$ cat src/rtl/icache_fetch_pkg.sv
// Shared constants for the instruction cache: line geometry and FSM encoding.
package icache_fetch_pkg;

    localparam int LINE_W      = 128;
    localparam int WORD_W      = 32;
    localparam int WORDS       = 4;
    localparam int OFF_W       = 2;
    localparam int LINE_ADDR_W = 28;

    localparam logic [1:0] ST_IDLE  = 2'd0;
    localparam logic [1:0] ST_FETCH = 2'd1;
    localparam logic [1:0] ST_FILL  = 2'd2;

    // Pick one 32-bit word out of a line; word 0 sits in the low bits.
    function automatic logic [WORD_W-1:0] word_sel(input logic [LINE_W-1:0] line,
                                                   input logic [OFF_W-1:0]  off);
        logic [WORDS-1:0][WORD_W-1:0] words;
        words = line;
        return words[off];
    endfunction

endpackage

$ cat src/rtl/icache_line_array.sv
// Valid/tag/data storage: one combinational read port, one synchronous write port.
module icache_line_array
    import icache_fetch_pkg::*;
#(
    parameter int BLOCKS = 8,
    parameter int IW     = $clog2(BLOCKS),
    parameter int TAG_W  = 25
) (
    input  logic              clk,
    input  logic              rst,
    input  logic [IW-1:0]     rd_idx,
    output logic              rd_valid,
    output logic [TAG_W-1:0]  rd_tag,
    output logic [LINE_W-1:0] rd_data,
    input  logic              wr_en,
    input  logic [IW-1:0]     wr_idx,
    input  logic [TAG_W-1:0]  wr_tag,
    input  logic [LINE_W-1:0] wr_data
);

    logic [BLOCKS-1:0] valid;
    logic [TAG_W-1:0]  tags [BLOCKS];
    logic [LINE_W-1:0] data [BLOCKS];

    assign rd_valid = valid[rd_idx];
    assign rd_tag   = tags[rd_idx];
    assign rd_data  = data[rd_idx];

    // Valid bits are the only storage that reset must clear.
    always_ff @(posedge clk) begin
        if (rst) begin
            valid <= '0;
        end else if (wr_en) begin
            valid[wr_idx] <= 1'b1;
        end
    end

    // Tag and data are meaningless until valid is set, so they carry no reset.
    always_ff @(posedge clk) begin
        if (wr_en) begin
            tags[wr_idx] <= wr_tag;
            data[wr_idx] <= wr_data;
        end
    end

endmodule

$ cat src/rtl/icache_fetch.sv
// Direct-mapped read-only instruction cache with a three-state refill FSM.
module icache_fetch
    import icache_fetch_pkg::*;
#(
    parameter int BLOCKS = 8,
    parameter int ADDR_W = 30
) (
    input  logic                   clk,
    input  logic                   rst,
    input  logic                   proc_read,
    input  logic [31:0]            proc_addr,
    output logic [31:0]            proc_rdata,
    output logic                   proc_stall,
    output logic                   mem_read,
    output logic [LINE_ADDR_W-1:0] mem_addr,
    input  logic [LINE_W-1:0]      mem_rdata,
    input  logic                   mem_ready
);

    localparam int IW    = $clog2(BLOCKS);
    localparam int TAG_W = ADDR_W - OFF_W - IW;

    logic [ADDR_W-1:0]      word_addr;
    logic [OFF_W-1:0]       offset;
    logic [IW-1:0]          index;
    logic [TAG_W-1:0]       tag;
    logic                   unused_byte_bits;

    logic [1:0]             state;
    logic [1:0]             state_next;
    logic [LINE_ADDR_W-1:0] miss_addr;

    logic                   rd_valid;
    logic [TAG_W-1:0]       rd_tag;
    logic [LINE_W-1:0]      rd_data;
    logic                   hit;
    logic                   wr_en;

    assign word_addr        = proc_addr[ADDR_W+1:2];
    assign offset           = word_addr[OFF_W-1:0];
    assign index            = word_addr[OFF_W +: IW];
    assign tag              = word_addr[ADDR_W-1 -: TAG_W];
    assign unused_byte_bits = ^proc_addr[1:0];

    icache_line_array #(
        .BLOCKS (BLOCKS),
        .IW     (IW),
        .TAG_W  (TAG_W)
    ) u_lines (
        .clk      (clk),
        .rst      (rst),
        .rd_idx   (index),
        .rd_valid (rd_valid),
        .rd_tag   (rd_tag),
        .rd_data  (rd_data),
        .wr_en    (wr_en),
        .wr_idx   (miss_addr[IW-1:0]),
        .wr_tag   (miss_addr[LINE_ADDR_W-1:IW]),
        .wr_data  (mem_rdata)
    );

    assign hit = proc_read && rd_valid && (rd_tag == tag);

    // While reset is asserted the state may still be stale, so the address
    // seen by memory is forced to zero alongside mem_read.
    assign mem_addr = rst ? '0 : miss_addr;

    // Next-state and output decode; reset masks everything so a stale FETCH
    // or a stale valid line cannot leak out during the reset cycle.
    always_comb begin
        state_next = state;
        proc_stall = 1'b0;
        proc_rdata = '0;
        mem_read   = 1'b0;
        wr_en      = 1'b0;
        case (state)
            ST_IDLE: begin
                if (proc_read) begin
                    if (hit) begin
                        proc_rdata = word_sel(rd_data, offset);
                    end else begin
                        proc_stall = 1'b1;
                        state_next = ST_FETCH;
                    end
                end
            end
            ST_FETCH: begin
                proc_stall = 1'b1;
                mem_read   = 1'b1;
                if (mem_ready) begin
                    wr_en      = 1'b1;
                    state_next = ST_FILL;
                end
            end
            ST_FILL: begin
                proc_stall = 1'b1;
                state_next = ST_IDLE;
            end
            default: begin
                state_next = ST_IDLE;
            end
        endcase
        if (rst) begin
            proc_stall = proc_read;
            proc_rdata = '0;
            mem_read   = 1'b0;
            wr_en      = 1'b0;
            state_next = ST_IDLE;
        end
    end

    // State register and miss-address latch; the latch is loaded only on the
    // IDLE cycle that detects the miss so mem_addr is stable through FETCH.
    always_ff @(posedge clk) begin
        if (rst) begin
            state     <= ST_IDLE;
            miss_addr <= '0;
        end else begin
            state <= state_next;
            if (state == ST_IDLE && proc_read && !hit) begin
                miss_addr <= word_addr[ADDR_W-1:OFF_W];
            end
        end
    end

endmodule

$ cat config.mk
export PLATFORM = sky130hd
export DESIGN_NAME = icache_fetch
export DESIGN_NICKNAME = d
export VERILOG_FILES = /design/src/rtl/icache_fetch_pkg.sv /design/src/rtl/icache_line_array.sv /design/src/rtl/icache_fetch.sv
export SDC_FILE = /design/constraint.sdc
export NUM_CORES = 1
export LEC_CHECK = 0
export BUFFER_PORTS_ARGS = -buffer_cell sky130_fd_sc_hd__clkbuf_2
export CAP_MARGIN = 40
export CORE_ASPECT_RATIO = 1.5
export CORE_MARGIN = 2
export CORE_UTILIZATION = 46
export DETAILED_ROUTE_END_ITERATION = 10
export PLACE_DENSITY = 0.61
export SLEW_MARGIN = 0
export SYNTH_ARGS = -nofsm -noshare
export SYNTH_HDL_FRONTEND = slang
export SYNTH_HIERARCHICAL = 1
export SYNTH_SLANG_ARGS = --single-unit
$ cat constraint.sdc
create_clock -name clk -period 19 [get_ports clk]
set_input_delay 1.9 -clock clk [delete_from_list [all_inputs] [get_ports clk]]
set_output_delay 1.9 -clock clk [all_outputs]
set_load 0.03 [all_outputs]
==> impl_metrics.yaml <==
route:
  drt_pre_antenna_iters: 5
  viasPerCell: 5.66
  postRouteAntennaNets: 0
  drt-initial-drc-count: 1657
  wirelength_um: 104000
  vias: 21900
  wl_per_cell_um: 27.0
  drc_errors: 0
floorplan:
  die_y_um: 403
  ios: 226
  fp.coreArea_mm2: 0.106
  start_util_pct: 46.3
  die_area_mm2: 0.109
  fp.dieW_um: 270
  rows: 146
grt:
  antenna_found_initial: 26
  grt_overflow_total: 0
  grt_pass1_wl_um: 155000
  grt_pass1_vias: 23500
  grt_usage_pct: 19.4
  grt_start_max_net_pins: 102
synth:
  synth_cell_types: 35
  synth-edff-count: 1224
  synth_compound_area_share_pct: 0.223
  syn_area_per_cell_um2: 23.5
  ys_top_cells_by_area: "edfxtp_1, mux4_2, mux2_2"
  ys_seq_area_share_pct: 76.7
  synth_cells: 2077
  synthesis.area_mm2: 0.0489
  async_flop_share_pct: 0
  synthFlopType: "edfxtp_1"
  synth_top_family_by_area: "multiplexers"
  muxShareOfSynthArea_pct: 19.8
  synth-seq-cells: 1262
  synth_nets: 2246
  synth_top_area_share_pct: 75.2
  yosysWarnings: 6
  synth_adder_area_share_pct: 0.128
  yosysTopAreaCell: "edfxtp_1"
  synth-simple-area-share_pct: 1.42
  synthTopCellsByCount: "edfxtp_1, mux4_2, mux2_2, nor2b_1, clkbuf_1"
  yosysMostFrequentCell: "edfxtp_1"
  synth_xor_area_share_pct: 0.358
sta:
  setup_violations: 0
  fin_ws_ns: 9.37
  fmax_mhz: 104
  hold_viol: 0
  worst_pin_slew_ns: 1.00
  rsz0062_at_grt: "false"
  fin_crit_ns: 9.63
  finalClockSkew_ns: 0.0301
  maxSlewHeadroom_pct: 33.1
  drv_slew: 0
  finalCritPeriodShare_pct: 50.7
  fin_setup_tns_ns: 0
worst_setup_path:
  crit_type: "in2out"
  worstPathArrival_ns: 7.73
  cp_max_fo: 93
  r2r_slack_ns: 14.90
  endpoint_kind: "primary output"
  startpoint_type: "input pin"
  worstPathRequired_ns: 17.10
clocking:
  htree_levels: 3
  clock-sinks: 1262
  path_clk_slew_ns: 0.06
  cts_tree: "built"
  cts_buffers: 115
  ctsHoldBuffers: 0
  ctsResizeCount: 0
  clk_latency_ns: 0.72
  clock_path_buffers: 3
  cts_setup_buffers: 0
  root_buffer: "clkbuf_16"
power_and_ir_drop:
  ir_drop_uv: 86.3
  switching_share_pct: 21.2
  powerDensity_mw_per_mm2: 104
  internal-power_w: 0.00459
  seq_power_share_pct: 54.4
  power_frac_clock_pct: 39.3
  p_comb_share_pct: 6.3
  leakage_nw: 17.9
  power.switching_w: 0.00124
layout:
  syn2layout_area_growth_pct: 14.1
  multi_input_area_mm2: 0.0107
  layout.nets: 2529
  finalNonFillerCells: 3872
  fill_cells: 8271
  drive_gt1_share_pct: 38.3
  seq_area_mm2: 0.0375
placement:
  gp_congestion: 0.748
  pre_cts_slack_ns: 9.14
  place_hpwl_um: 57000
  dp_cells: 3649
  placement.io_buffers: 223
worst_hold_path:
  min_path_type: "reg2reg"
status:
  status: "finished clean"
flow_run:
  drv_cap: 0
-- layout make-up --
type / instances / area share (%)
Sequential cell: 1262 / 67.2
Clock buffer: 147 / 5.48
Inverter: 23 / 0.217
Antenna cell: 7 / 0.0314
Tap cell: 1406 / 3.15
Timing Repair Buffer: 272 / 3.42
Clock inverter: 69 / 1.24
Multi-Input combinational cell: 686 / 19.2
-- worst paths after layout --
kind / cells past startpoint / end / from
worst max register to register: 13 / u_lines/data[7][41] / state[1]
worst min-delay path: 2 / u_lines/valid[4] / u_lines/valid[4]
worst min register to register: 2 / u_lines/valid[4] / u_lines/valid[4]
worst max-delay path: 16 / proc_stall / proc_addr[4]
-- state kept, by name, summed over array words and instances (netlist names) --
name,count
miss_addr,28
state,2
u_lines/data,1024
u_lines/tags,200
u_lines/valid,8
-- power by group through the flow --
stage	sequential [W]	combinational (W)	clock [W]
finish	0.00317	0.000369	0.00229
floorplan	0.00322	0.000249	0
global route	0.00317	0.000398	0.00245
detailed placement	0.00323	0.000377	0
CTS	0.00317	0.000379	0.00235
global placement	0.00322	0.000361	0
-- logic make-up after synthesis --
family / count (synthesis)
muxes: 524
DFF: 1262
adders and majority gates: 5
and+or+nand+nor: 121
AOI/OAI and AO/OA: 16
xor gates and xnor gates: 20
buffers and inverters: 129
-- metal layers --
metal | track usage (%) | vias to the layer above | part of all wire [%]
met5 | 0 | - | 0.20
met2 | 32.8 | 518 | 51
li1 | - | 9345 | -
met3 | 3.83 | 141 | 5.1
met1 | 25.4 | 11900 | 41
met4 | 6.55 | 32 | 2.0
-- worst max-delay path: stages --
cell,delay [ns]
buf_8,0.56
buf_4,0.54
buf_12,0.28
buf_12,0.58
buf_4,0.46
buf_16,0.33
mux4_2,0.56
mux2_2,0.30
inv_1,0.06
o221ai_1,0.11
or4_4,0.57
o311a_2,0.51
buf_12,0.24
nor2_1,0.10
o31ai_1,0.07
clkbuf_2,0.22
-- cell usage in the layout (no fill, tap or decap), types with 8 or more instances in the layout --
master / n
edfxtp_1: 1224
mux4_2: 340
clkbuf_2: 219
mux2_2: 154
clkbuf_16: 115
nor2b_1: 60
dfxtp_1: 38
nor2_1: 31
mux2i_1: 30
buf_4: 28
clkbuf_1: 26
clkinv_1: 24
clkinv_2: 20
inv_1: 16
xor2_1: 16
buf_16: 16
bufinv_16: 11
clkinv_4: 9
a21oi_1: 8
-- stage by stage --
step,power [W],utilization (%),hold slack [ns],area [um^2]
2_1_floorplan,0.00347,-,0.422,48900
3_3_place_gp,0.00358,48.8,0.437,51500
3_5_place_dp,0.00361,49.3,0.443,52000
4_1_cts,0.00589,52.8,0.453,55800
5_1_grt,0.00602,52.9,0.494,55800
6_report,0.00583,52.9,0.452,55800
Power figures use the tool's default switching activity.
